`src/rtl/csr_spmv_engine_pkg.sv`:
```
//==============================================================================
// Module      : spmv_pkg
// Description : Shared state encoding and default sizing for the CSR SpMV engine.
// Revision    : 1.0 - initial release
//==============================================================================
`default_nettype none

package spmv_pkg;

    localparam int c_def_rows    = 4;
    localparam int c_def_cols    = 4;
    localparam int c_def_nnz_max = 16;
    localparam int c_def_val_w   = 8;
    localparam int c_def_acc_w   = 12;

    typedef enum logic [2:0] {
        ST_IDLE     = 3'd0,
        ST_LOAD_CSR = 3'd1,
        ST_LOAD_VEC = 3'd2,
        ST_COMPUTE  = 3'd3,
        ST_TRANSMIT = 3'd4
    } spmv_state_e;

endpackage

`default_nettype wire

```
`src/rtl/csr_spmv_engine_if.sv`:
```
//==============================================================================
// Module      : csr_spmv_engine_if
// Description : Entry, spike-vector and result handshakes plus status of the engine.
// Revision    : 1.0 - initial release
//==============================================================================
`default_nettype none

interface csr_spmv_engine_if
    import spmv_pkg::*;
#(
    parameter int ROWS  = c_def_rows,
    parameter int COLS  = c_def_cols,
    parameter int VAL_W = c_def_val_w,
    parameter int ACC_W = c_def_acc_w
) ();

    localparam int RW = $clog2(ROWS);
    localparam int CW = $clog2(COLS);

    logic             start;
    logic             ent_valid;
    logic             ent_ready;
    logic [RW-1:0]    ent_row;
    logic [CW-1:0]    ent_col;
    logic [VAL_W-1:0] ent_val;
    logic             ent_done;
    logic             vec_valid;
    logic             vec_ready;
    logic [COLS-1:0]  vec_data;
    logic             res_valid;
    logic             res_ready;
    logic [ACC_W-1:0] res_data;
    logic [RW-1:0]    res_row;
    logic             res_last;
    logic             busy;
    logic [2:0]       err;

    modport master (
        output start, ent_valid, ent_row, ent_col, ent_val, ent_done,
               vec_valid, vec_data, res_ready,
        input  ent_ready, vec_ready, res_valid, res_data, res_row, res_last,
               busy, err
    );

    modport slave (
        input  start, ent_valid, ent_row, ent_col, ent_val, ent_done,
               vec_valid, vec_data, res_ready,
        output ent_ready, vec_ready, res_valid, res_data, res_row, res_last,
               busy, err
    );

endinterface

`default_nettype wire

```
`src/rtl/csr_entry_mem.sv`:
```
//==============================================================================
// Module      : csr_entry_mem
// Description : {row,col,val} register file, one write port, asynchronous read.
// Revision    : 1.0 - initial release
//==============================================================================
`default_nettype none

module csr_entry_mem
    import spmv_pkg::*;
#(
    parameter int DEPTH = c_def_nnz_max,
    parameter int AW    = $clog2(c_def_nnz_max),
    parameter int RW    = $clog2(c_def_rows),
    parameter int CW    = $clog2(c_def_cols),
    parameter int VAL_W = c_def_val_w
) (
    input  wire logic             clk,
    input  wire logic             we,
    input  wire logic [AW-1:0]    waddr,
    input  wire logic [RW-1:0]    wrow,
    input  wire logic [CW-1:0]    wcol,
    input  wire logic [VAL_W-1:0] wval,
    input  wire logic [AW-1:0]    raddr,
    output logic      [RW-1:0]    rrow,
    output logic      [CW-1:0]    rcol,
    output logic      [VAL_W-1:0] rval
);

    logic [RW-1:0]    r_row_mem [DEPTH];
    logic [CW-1:0]    r_col_mem [DEPTH];
    logic [VAL_W-1:0] r_val_mem [DEPTH];

    always_ff @(posedge clk) begin
        if (we) begin
            r_row_mem[waddr] <= wrow;
            r_col_mem[waddr] <= wcol;
            r_val_mem[waddr] <= wval;
        end
    end

    assign rrow = r_row_mem[raddr];
    assign rcol = r_col_mem[raddr];
    assign rval = r_val_mem[raddr];

endmodule

`default_nettype wire

```
`src/rtl/csr_spmv_engine.sv`:
```
//==============================================================================
// Module      : csr_spmv_engine
// Description : Sparse CSR matrix times binary spike vector, one entry or row per cycle.
// Revision    : 1.0 - initial release
//==============================================================================
`default_nettype none

module csr_spmv_engine
    import spmv_pkg::*;
#(
    parameter int ROWS    = c_def_rows,
    parameter int COLS    = c_def_cols,
    parameter int NNZ_MAX = c_def_nnz_max,
    parameter int VAL_W   = c_def_val_w,
    parameter int ACC_W   = c_def_acc_w
) (
    input  wire logic         clk,
    input  wire logic         rst_n,
    csr_spmv_engine_if.slave  bus
);

    localparam int RW        = $clog2(ROWS);
    localparam int CW        = $clog2(COLS);
    localparam int IW        = $clog2(NNZ_MAX + 1);
    localparam int AW        = $clog2(NNZ_MAX);
    localparam int VEC_PAD_W = 1 << CW;

    localparam logic [ACC_W-1:0] ACC_MAX  = '1;
    localparam logic [RW-1:0]    LAST_ROW = RW'(ROWS - 1);
    localparam logic [IW-1:0]    CNT_MAX  = IW'(NNZ_MAX);

    spmv_state_e      r_state;
    logic [IW-1:0]    r_count;
    logic [IW-1:0]    r_idx;
    logic [RW-1:0]    r_row;
    logic [RW-1:0]    r_prev_row;
    logic [ACC_W-1:0] r_acc;
    logic [2:0]       r_err;
    logic [COLS-1:0]  r_vec;
    logic             r_ent_ready;
    logic             r_vec_ready;
    logic             r_res_valid;
    logic             r_res_last;
    logic             r_busy;
    logic [ACC_W-1:0] r_res_data;
    logic [RW-1:0]    r_res_row;
    logic [ACC_W-1:0] r_result [ROWS];

    logic                 w_ent_fire;
    logic                 w_ent_order_bad;
    logic                 w_we;
    logic [RW-1:0]        w_rd_row;
    logic [CW-1:0]        w_rd_col;
    logic [VAL_W-1:0]     w_rd_val;
    logic                 w_take;
    logic [VEC_PAD_W-1:0] w_vec_pad;
    logic                 w_col_oob;
    logic                 w_hit;
    logic [ACC_W:0]       w_sum;
    logic                 w_sat;
    logic [ACC_W-1:0]     w_acc_next;
    logic [ACC_W-1:0]     w_row0_data;
    logic [RW-1:0]        w_next_tx;

    // ent_done wins over a same-cycle entry, so the entry is never written.
    assign w_ent_fire      = bus.ent_valid & r_ent_ready & ~bus.ent_done;
    assign w_ent_order_bad = bus.ent_row < r_prev_row;
    assign w_we            = (r_state == ST_LOAD_CSR) & w_ent_fire & ~w_ent_order_bad;

    csr_entry_mem #(
        .DEPTH (NNZ_MAX),
        .AW    (AW),
        .RW    (RW),
        .CW    (CW),
        .VAL_W (VAL_W)
    ) u_entry_mem (
        .clk   (clk),
        .we    (w_we),
        .waddr (r_count[AW-1:0]),
        .wrow  (bus.ent_row),
        .wcol  (bus.ent_col),
        .wval  (bus.ent_val),
        .raddr (r_idx[AW-1:0]),
        .rrow  (w_rd_row),
        .rcol  (w_rd_col),
        .rval  (w_rd_val)
    );

    assign w_vec_pad = VEC_PAD_W'(r_vec);

    generate
        if (VEC_PAD_W > COLS) begin : g_col_chk
            assign w_col_oob = ({1'b0, w_rd_col} >= (CW + 1)'(COLS));
        end else begin : g_col_pow2
            assign w_col_oob = 1'b0;
        end
    endgenerate

    assign w_take      = (r_idx < r_count) && (w_rd_row == r_row);
    assign w_hit       = w_vec_pad[w_rd_col] & ~w_col_oob;
    assign w_sum       = {1'b0, r_acc} + (ACC_W + 1)'(w_rd_val);
    assign w_sat       = w_hit & w_sum[ACC_W];
    assign w_acc_next  = !w_hit ? r_acc : (w_sum[ACC_W] ? ACC_MAX : w_sum[ACC_W-1:0]);
    // Row 0's sum is still in the accumulator when ROWS is 1.
    assign w_row0_data = (r_row == '0) ? r_acc : r_result[0];
    assign w_next_tx   = r_row + RW'(1);

    always_ff @(posedge clk) begin
        if (r_state == ST_COMPUTE && !w_take) begin
            r_result[r_row] <= r_acc;
        end
    end

    // rst_n is active-high despite its name.
    always_ff @(posedge clk or posedge rst_n) begin
        if (rst_n) begin
            r_state     <= ST_IDLE;
            r_count     <= '0;
            r_idx       <= '0;
            r_row       <= '0;
            r_prev_row  <= '0;
            r_acc       <= '0;
            r_err       <= '0;
            r_vec       <= '0;
            r_ent_ready <= 1'b0;
            r_vec_ready <= 1'b0;
            r_res_valid <= 1'b0;
            r_res_last  <= 1'b0;
            r_busy      <= 1'b0;
            r_res_data  <= '0;
            r_res_row   <= '0;
        end else begin
            case (r_state)
                ST_IDLE: begin
                    if (bus.start) begin
                        r_state     <= ST_LOAD_CSR;
                        r_count     <= '0;
                        r_err       <= '0;
                        r_prev_row  <= '0;
                        r_ent_ready <= 1'b1;
                        r_busy      <= 1'b1;
                    end
                end
                ST_LOAD_CSR: begin
                    if (bus.ent_done) begin
                        r_state     <= ST_LOAD_VEC;
                        r_ent_ready <= 1'b0;
                        r_vec_ready <= 1'b1;
                    end else if (w_ent_fire) begin
                        if (w_ent_order_bad) begin
                            r_err[0] <= 1'b1;
                        end else begin
                            r_count     <= r_count + IW'(1);
                            r_prev_row  <= bus.ent_row;
                            r_ent_ready <= (r_count + IW'(1)) < CNT_MAX;
                        end
                    end
                end
                ST_LOAD_VEC: begin
                    if (bus.vec_valid) begin
                        r_state     <= ST_COMPUTE;
                        r_vec       <= bus.vec_data;
                        r_vec_ready <= 1'b0;
                        r_idx       <= '0;
                        r_row       <= '0;
                        r_acc       <= '0;
                    end
                end
                ST_COMPUTE: begin
                    if (w_take) begin
                        r_acc <= w_acc_next;
                        r_idx <= r_idx + IW'(1);
                        if (w_sat) begin
                            r_err[2] <= 1'b1;
                        end
                        if (w_col_oob) begin
                            r_err[1] <= 1'b1;
                        end
                    end else begin
                        r_acc <= '0;
                        if (r_row == LAST_ROW) begin
                            r_state     <= ST_TRANSMIT;
                            r_row       <= '0;
                            r_res_valid <= 1'b1;
                            r_res_data  <= w_row0_data;
                            r_res_row   <= '0;
                            r_res_last  <= (ROWS == 1);
                        end else begin
                            r_row <= w_next_tx;
                        end
                    end
                end
                ST_TRANSMIT: begin
                    if (bus.res_ready) begin
                        if (r_res_last) begin
                            r_state     <= ST_IDLE;
                            r_res_valid <= 1'b0;
                            r_res_last  <= 1'b0;
                            r_busy      <= 1'b0;
                        end else begin
                            r_row      <= w_next_tx;
                            r_res_row  <= w_next_tx;
                            r_res_data <= r_result[w_next_tx];
                            r_res_last <= (w_next_tx == LAST_ROW);
                        end
                    end
                end
                default: begin
                    r_state <= ST_IDLE;
                end
            endcase
        end
    end

    assign bus.ent_ready = r_ent_ready;
    assign bus.vec_ready = r_vec_ready;
    assign bus.res_valid = r_res_valid;
    assign bus.res_data  = r_res_data;
    assign bus.res_row   = r_res_row;
    assign bus.res_last  = r_res_last;
    assign bus.busy      = r_busy;
    assign bus.err       = r_err;

endmodule

`default_nettype wire

```
`src/flat_wrapper.sv`:
```
// flat-port wrapper written by rule: the top's interface ports become plain ports
module csr_spmv_engine_flat import spmv_pkg::*;
#(
    parameter int ROWS    = c_def_rows,
    parameter int COLS    = c_def_cols,
    parameter int NNZ_MAX = c_def_nnz_max,
    parameter int VAL_W   = c_def_val_w,
    parameter int ACC_W   = c_def_acc_w
)
  (clk, rst_n, bus_start, bus_ent_valid, bus_ent_row, bus_ent_col, bus_ent_val, bus_ent_done, bus_vec_valid, bus_vec_data, bus_res_ready, bus_ent_ready, bus_vec_ready, bus_res_valid, bus_res_data, bus_res_row, bus_res_last, bus_busy, bus_err);
  csr_spmv_engine_if #(.ROWS(ROWS), .COLS(COLS), .VAL_W(VAL_W), .ACC_W(ACC_W)) bus_i ();
  input  wire logic clk;
  input  wire logic rst_n;
  input wire logic [$bits(bus_i.start)-1:0] bus_start;
  input wire logic [$bits(bus_i.ent_valid)-1:0] bus_ent_valid;
  input wire logic [$bits(bus_i.ent_row)-1:0] bus_ent_row;
  input wire logic [$bits(bus_i.ent_col)-1:0] bus_ent_col;
  input wire logic [$bits(bus_i.ent_val)-1:0] bus_ent_val;
  input wire logic [$bits(bus_i.ent_done)-1:0] bus_ent_done;
  input wire logic [$bits(bus_i.vec_valid)-1:0] bus_vec_valid;
  input wire logic [$bits(bus_i.vec_data)-1:0] bus_vec_data;
  input wire logic [$bits(bus_i.res_ready)-1:0] bus_res_ready;
  output wire logic [$bits(bus_i.ent_ready)-1:0] bus_ent_ready;
  output wire logic [$bits(bus_i.vec_ready)-1:0] bus_vec_ready;
  output wire logic [$bits(bus_i.res_valid)-1:0] bus_res_valid;
  output wire logic [$bits(bus_i.res_data)-1:0] bus_res_data;
  output wire logic [$bits(bus_i.res_row)-1:0] bus_res_row;
  output wire logic [$bits(bus_i.res_last)-1:0] bus_res_last;
  output wire logic [$bits(bus_i.busy)-1:0] bus_busy;
  output wire logic [$bits(bus_i.err)-1:0] bus_err;
  assign bus_i.start = bus_start;
  assign bus_i.ent_valid = bus_ent_valid;
  assign bus_i.ent_row = bus_ent_row;
  assign bus_i.ent_col = bus_ent_col;
  assign bus_i.ent_val = bus_ent_val;
  assign bus_i.ent_done = bus_ent_done;
  assign bus_i.vec_valid = bus_vec_valid;
  assign bus_i.vec_data = bus_vec_data;
  assign bus_i.res_ready = bus_res_ready;
  assign bus_ent_ready = bus_i.ent_ready;
  assign bus_vec_ready = bus_i.vec_ready;
  assign bus_res_valid = bus_i.res_valid;
  assign bus_res_data = bus_i.res_data;
  assign bus_res_row = bus_i.res_row;
  assign bus_res_last = bus_i.res_last;
  assign bus_busy = bus_i.busy;
  assign bus_err = bus_i.err;
  csr_spmv_engine #(.ROWS(ROWS), .COLS(COLS), .NNZ_MAX(NNZ_MAX), .VAL_W(VAL_W), .ACC_W(ACC_W)) u_core (.clk(clk), .rst_n(rst_n), .bus(bus_i));
endmodule
```
`config.mk`:
```
export PLATFORM = sky130hd
export DESIGN_NAME = csr_spmv_engine_flat
export DESIGN_NICKNAME = d
export VERILOG_FILES = /design/src/rtl/csr_spmv_engine_pkg.sv /design/src/rtl/csr_spmv_engine_if.sv /design/src/rtl/csr_entry_mem.sv /design/src/rtl/csr_spmv_engine.sv /design/src/flat_wrapper.sv
export SDC_FILE = /design/constraint.sdc
export NUM_CORES = 1
export LEC_CHECK = 0
export ABC_AREA = 1
export BUFFER_PORTS_ARGS = -buffer_cell sky130_fd_sc_hd__buf_2
export CORE_MARGIN = 1.5
export CORE_UTILIZATION = 35
export DETAILED_ROUTE_END_ITERATION = 6
export GPL_ROUTABILITY_DRIVEN = 0
export GPL_TIMING_DRIVEN = 1
export MAX_ROUTING_LAYER = met4
export PLACE_DENSITY = 0.49
export SYNTH_ARGS = -nofsm -noshare
export SYNTH_HDL_FRONTEND = slang
export SYNTH_SLANG_ARGS = --single-unit
```
`constraint.sdc`:
```
create_clock -name clk -period 3.5 [get_ports clk]
set_input_delay 0.7 -clock clk [delete_from_list [all_inputs] [get_ports clk]]
set_output_delay 0.7 -clock clk [all_outputs]
set_load 0.05 [all_outputs]
```
==> results of run 1 <==
==> metal layers <==
metal / GRT usage / vias up / part of all wire
li1: - / 4359 / -
met5: - / - / 0
met1: 0.242 / 4289 / 0.48
met3: 0.0230 / 51 / 0.037
met4: 0.0473 / 0 / 0.026
met2: 0.278 / 179 / 0.46
==> cell type report <==
| cell class | count | area [sq um] | share of cell area |
|---|---|---|---|
| antenna | 2 | 5.00 | 0.000337 |
| clock buffer | 37 | 808 | 0.0544 |
| clock inverter | 20 | 108 | 0.00724 |
| inverter | 81 | 307 | 0.0206 |
| multi-input combinational | 762 | 3870 | 0.260 |
| sequential | 294 | 8560 | 0.576 |
| tap | 468 | 586 | 0.0394 |
| timing repair buffer | 92 | 624 | 0.0420 |
==> Yosys cell counts (all sizes together), types with 24 or more instances <==
master / instances
dfrtp: 54
nor2: 120
nand2: 271
edfxtp: 240
inv: 77
nand3: 84
nand4: 28
o21ai: 108
a21oi: 24
clkbuf: 39
==> worst max path at each step <==
stage | from | to | cells past startpoint
6_report | u_core.r_idx[0] | u_core.r_acc[1] | 18
5_1_grt | u_core.r_idx[1] | u_core.r_acc[1] | 18
4_1_cts | u_core.r_idx[0] | u_core.r_acc[1] | 18
3_5_place_dp | u_core.r_idx[0] | u_core.r_acc[1] | 18
3_3_place_gp | u_core.r_idx[0] | u_core.r_acc[1] | 18
2_1_floorplan | u_core.r_idx[0] | u_core.r_acc[1] | 21
==> power breakdown <==
group	internal, uW	switching, uW	total [uW]
registers	4030	141	4170
logic	890	2040	2930
clock network	1640	1350	2990
total	6560	3540	10100
==> state kept, by name, indices dropped and copies added (netlist names), 2 cells and up <==
signal,cells
u_core.bus.err,2
u_core.bus.res_data,12
u_core.bus.res_row,2
u_core.r_acc,12
u_core.r_count,5
u_core.r_idx,5
u_core.r_prev_row,2
u_core.r_result,48
u_core.r_row,2
u_core.r_state,3
u_core.r_vec,4
u_core.u_entry_mem.r_col_mem,32
u_core.u_entry_mem.r_row_mem,32
u_core.u_entry_mem.r_val_mem,128
==> what timing repair did <==
item	4_1_cts	5_1_grt
resized for setup	0	7
endpoints found under the setup margin	0	7
hold endpoints to repair	0	0
setup buffers	0	2
==> through the flow <==
step                setup WS (ns)  utilization  cell area, sq um  hold slack, ns
global placement            0.291        0.380             13900           0.448
CTS                         0.194        0.405             14800           0.129
floorplan                   0.158            -             13000           0.478
finish                      0.277        0.406             14900           0.131
global route              0.00114        0.406             14900           0.168
detailed placement          0.217        0.380             13900           0.454
==> logic make-up after synthesis <==
kind of cell	after synthesis	synth area share
AOI/OAI and AO/OA	206	0.0978
xor gates and xnor gates	6	0.00404
adders and majority gates	24	0.0236
buffers and inverters	142	0.0457
DFF	294	0.657
other	1	0.000288
and+or+nand+nor	525	0.171
==> cell usage in the layout (no fill, tap or decap), types with 2 or more instances in the layout <==
cell and instances:
nand2_1 269, edfxtp_1 240, nor2_1 118, o21ai_0 101
nand3_1 80, inv_1 72, dfrtp_1 53, buf_4 45
buf_2 43, clkbuf_16 31, nand4_1 28, a21oi_1 23
o211ai_1 23, o221ai_1 23, ha_1 23, or2_2 18
clkinv_1 12, a32o_1 12, clkinv_2 10, o22ai_1 9
o21ai_1 7, xor2_1 5, clkbuf_1 5, inv_2 4
nand3_2 4, buf_12 3, diode_2 2, nand2_2 2
nor2_2 2, nor3_1 2, o21bai_1 2
==> flow_summary.yaml, run 1 <==
critical_path:
  cp-end-kind: "register"
  r2r-start: "u_core.r_idx[0]"
  critPathTopFamily: "simple AND/OR/NAND/NOR gates"
  crit_type: "register to register"
  path_buf_inv: 4
  cp_slowest_cell: "dfrtp_2"
  crit_fanout: 68
  rrSetupSlack_ns: 0.28
  reg2reg_depth: 18
  cp-start-kind: "register"
  cp_cell_sequence: "buf_4 > buf_12 > o21ai_0 > o221ai_1 > o211ai_1 > nand2_1 > fa_1 > nand2_1 > inv_1 > o21ai_0 > nand2_1 > nand2_1 > o211ai_1 > nand3_1 > inv_1 > or2_2 > nand4_1 > nand2_1"
  rr_endpoint: "u_core.r_acc[1]"
  cpMostUsedCell: "nand2_1"
  arrival_ns: 3.67
  slowest_delay_ns: 0.46
  cp.required_ns: 3.95
global_routing:
  grt_pass1_wl_um: 50900
  grt_antenna_before_repair: 2
  grt_pass1_vias: 8594
  grt_overflow: 0
  grt_max_degree: 69
  gr-usage-all-layers: 0.177
yosys:
  syn_area_sq_um: 13000
  synth_async_sr_flop_share: 0.184
  yosys_warnings: 0
  synth_top_area_cell: "edfxtp_1"
  ys_ff_latch: 294
  yosysSeqAreaShare: 0.657
  synthFlopType: "edfxtp_1"
  postSynthCellCount: 1198
  synth_top_cell_area_share: 0.554
  yosys-top-cells-area: "edfxtp_1 (55%), dfrtp_1 (10%), nand2_1 (7.8%), o21ai_0 (4.0%), nor2_1 (3.4%)"
  syn-mean-instance-area_sq_um: 10.9
  synth_edf_count: 240
  synth_nets: 1245
  yosysUniqueCellTypes: 41
power_and_ir_drop:
  p_total_uw: 10100
  vdd_ir_drop_max_uv: 370
  power_density_nw_per_um2: 679
  p_leak_uw: 0.00581
drt:
  wl_per_cell_um: 18.5
  vias_per_cell: 5.06
  dr.pass1.iters: 5
  ant_nets: 0
  drcViolationCount: 0
  routed_wl_um: 32500
  drt-initial-drc-count: 458
  vias: 8878
placement:
  dpl.hpwl_um: 20500
  port_buffers: 43
  dp_cells: 1695
cts:
  root_buffer: "clkbuf_16"
  cts.clk_slew.worst_paths_ns: 0.07
  numCtsBuffers: 31
  cts_buffer_depth: 3
  cts.sinks: 294
  tritoncts: "yes"
  clk_latency_ns: 0.57
  hold_buffers: 0
  ctsHtreeMaxLevel: 1
final_layout:
  fillCellCount: 3533
  areaGrowthSynthToFinish_pct: 14.2
  drive_gt1_frac: 0.132
  fin_cells: 1756
  layout.nets: 1309
die:
  io_pins: 45
  start_util: 0.356
  die_h_um: 196
  core_sq_um: 36600
  rows: 70
  die_w_um: 196
  die_area_sq_um: 38400
sta:
  tightest_slew_ns: 1.08
  setup_violations: 0
  hold_viol: 0
  drv_slew: 0
  rsz0062_at_grt: "no"
  fin_tns_setup_ns: 0
  skew_ns: 0.0172
  fin_crit_sh: 0.921
  period_needed_ns: 3.22
  max_freq_mhz: 310
  slew_headroom: 0.277
run:
  maxCapViolCount: 0
hold_path:
  hp-class: "primary input to async pin"
run_status:
  outcome: "finished clean"
No activity file was read; power rests on OpenSTA's default activity.
==> run 2: changes to the inputs <==
- SETUP_SLACK_MARGIN: unset -> 0.3
==> run 2 against run 1 <==
Compared with the run above:
- register-to-register slack better by 0.22 ns
- largest power group unchanged
- final cell count grew 0.23%
- combinational power increased by 3%
- clock power rose by 7.4%
- highest routed layer unchanged
- global-route usage hardly changed
- largest cell class unchanged
==> flow_summary.yaml, run 2 (synthesis gave the netlist of run 1 again) <==
cts:
  hold_buffers: 0
  ctsHtreeMaxLevel: 1
  root_buffer: "clkbuf_16"
  cts.clk_slew.worst_paths_ns: 0.06
  numCtsBuffers: 31
  clk_latency_ns: 0.58
  tritoncts: "yes"
  cts.sinks: 294
  cts_buffer_depth: 3
final_layout:
  fin_util: 0.411
  areaGrowthSynthToFinish_pct: 15.7
  layout_commonest_cell: "nand2_1"
  layout_common_cells: "nand2_1 (269), edfxtp_1 (240), nor2_1 (117), o21ai_0 (100), nand3_1 (79)"
  drive_gt1_frac: 0.149
  layout.nets: 1317
  regMostFlops: "u_core.u_entry_mem.r_val_mem"
  num_antenna_cells: 0
  largest_reg_flops: 128
  fillCellCount: 3506
  top_regs: "u_core.u_entry_mem.r_val_mem (128), u_core.r_result (48)"
global_routing:
  grt_max_degree: 52
  grt_pass1_vias: 8636
  grt_pass1_wl_um: 51300
  grt_overflow: 0
  gr-usage-all-layers: 0.177
  grt_antenna_before_repair: 0
power_and_ir_drop:
  vdd_ir_drop_max_uv: 534
  power_density_nw_per_um2: 690
  p_leak_uw: 0.00587
drt:
  vias: 8962
  drt-initial-drc-count: 593
  wl_per_cell_um: 18.7
  ant_nets: 0
  routed_wl_um: 32900
  vias_per_cell: 5.09
  dr.pass1.iters: 5
  drcViolationCount: 0
die:
  core_sq_um: 36600
  die_h_um: 196
  io_pins: 45
  start_util: 0.356
  rows: 70
  die_w_um: 196
  die_area_sq_um: 38400
critical_path:
  path_buf_inv: 4
  cp_slowest_cell: "dfrtp_2"
  arrival_ns: 3.45
  critPathTopFamily: "simple AND/OR/NAND/NOR gates"
  cp.required_ns: 3.95
  cp_cell_sequence: "buf_4 > buf_4 > o21ai_0 > o22ai_1 > o211ai_1 > nand2_1 > ha_1 > nand2_1 > inv_1 > o21ai_2 > nand2_1 > nand2_1 > o211ai_1 > nand3_2 > inv_2 > or2_2 > nand4_1 > nand2_1"
  cp-end-kind: "register"
  slowest_delay_ns: 0.43
  cp-start-kind: "register"
  crit_type: "register to register"
  crit_fanout: 9
  cpMostUsedCell: "nand2_1"
sta:
  fin_crit_sh: 0.858
  setup_slack_ns: 0.498
  setup_violations: 0
  skew_ns: 0.0257
  max_freq_mhz: 333
  fin_tns_setup_ns: 0
  tightest_slew_ns: 0.580
  slew_headroom: 0.613
  rsz0062_at_grt: "yes"
  period_needed_ns: 3.00
  drv_slew: 0
  hold_viol: 0
run_status:
  outcome: "finished clean"
hold_path:
  hp-class: "primary input to async pin"
placement:
  dpl.hpwl_um: 20600
  pre_cts_ws_ns: 0.178
  port_buffers: 43
run:
  maxCapViolCount: 0
run 2: changes by cell type in the layout (fill, tap and decap cells not counted), moves of 2 or more:
cell	previous run	this run
bufinv_16	0	3
ha_4	0	2
diode_2	2	0
ha_1	23	20
buf_4	45	51
clkbuf_1	5	3
clkinvlp_4	1	4
o21ai_2	0	2
clkinv_1	12	8
run 2: power by group:
part | leakage [uW] | internal, uW | switching, uW
Clock | 0.000480 | 1840 | 1370
Sequential | 0.00290 | 4030 | 141
Combinational | 0.00249 | 951 | 2060
Total | 0.00587 | 6820 | 3570
run 2: final cells by class:
type,count,area (sq um),share of cell area
Multi-Input combinational cell,762,3910,0.260
Sequential cell,294,8560,0.569
Timing Repair Buffer,100,706,0.0469
Tap cell,468,586,0.0389
Inverter,81,307,0.0204
Clock buffer,34,787,0.0523
Clock inverter,21,200,0.0133
run 2: path summary, 6_finish.rpt:
kind                                   startpoint                      to  slack [ns]  cells past startpoint
max in group asynchronous                   rst_n         u_core.r_idx[1]        2.51                      3
setup / recovery                  u_core.r_idx[0]         u_core.r_acc[1]        0.50                     18
setup reg to reg                  u_core.r_idx[0]         u_core.r_acc[1]        0.50                     18
hold reg to reg            u_core.bus.res_data[8]  u_core.bus.res_data[8]        0.46                      2
min in group clk                  bus_vec_data[3]         u_core.r_vec[3]        0.36                      3
hold / removal                              rst_n     u_core.bus.res_last        0.12                      2
run 2: timing repair:
action | in CTS | in global routing
cloned | 0 | 1
buffers inserted | 2 | 4
resized for setup | 1 | 15
endpoints found under the setup margin | 5 | 21
pin swaps | 0 | 5
run 2: per-layer routing:
| layer | up-vias | share of wire | GRT usage |
|---|---|---|---|
| met5 | - | 0 | - |
| met4 | 0 | 0.021 | 0.0413 |
| met3 | 42 | 0.041 | 0.0227 |
| met2 | 198 | 0.45 | 0.273 |
| met1 | 4349 | 0.49 | 0.250 |
| li1 | 4373 | - | - |
run 2: per-stage QoR:
stage,std cells,cell area (sq um),power (uW),hold WS (ns)
after floorplan,1198,13100,6440,0.478
after global placement,1698,13900,7180,0.451
after detailed placement,1698,13900,7200,0.454
after CTS,1755,15000,10400,0.115
after global routing,1760,15100,11000,0.143
final,1760,15100,10400,0.118
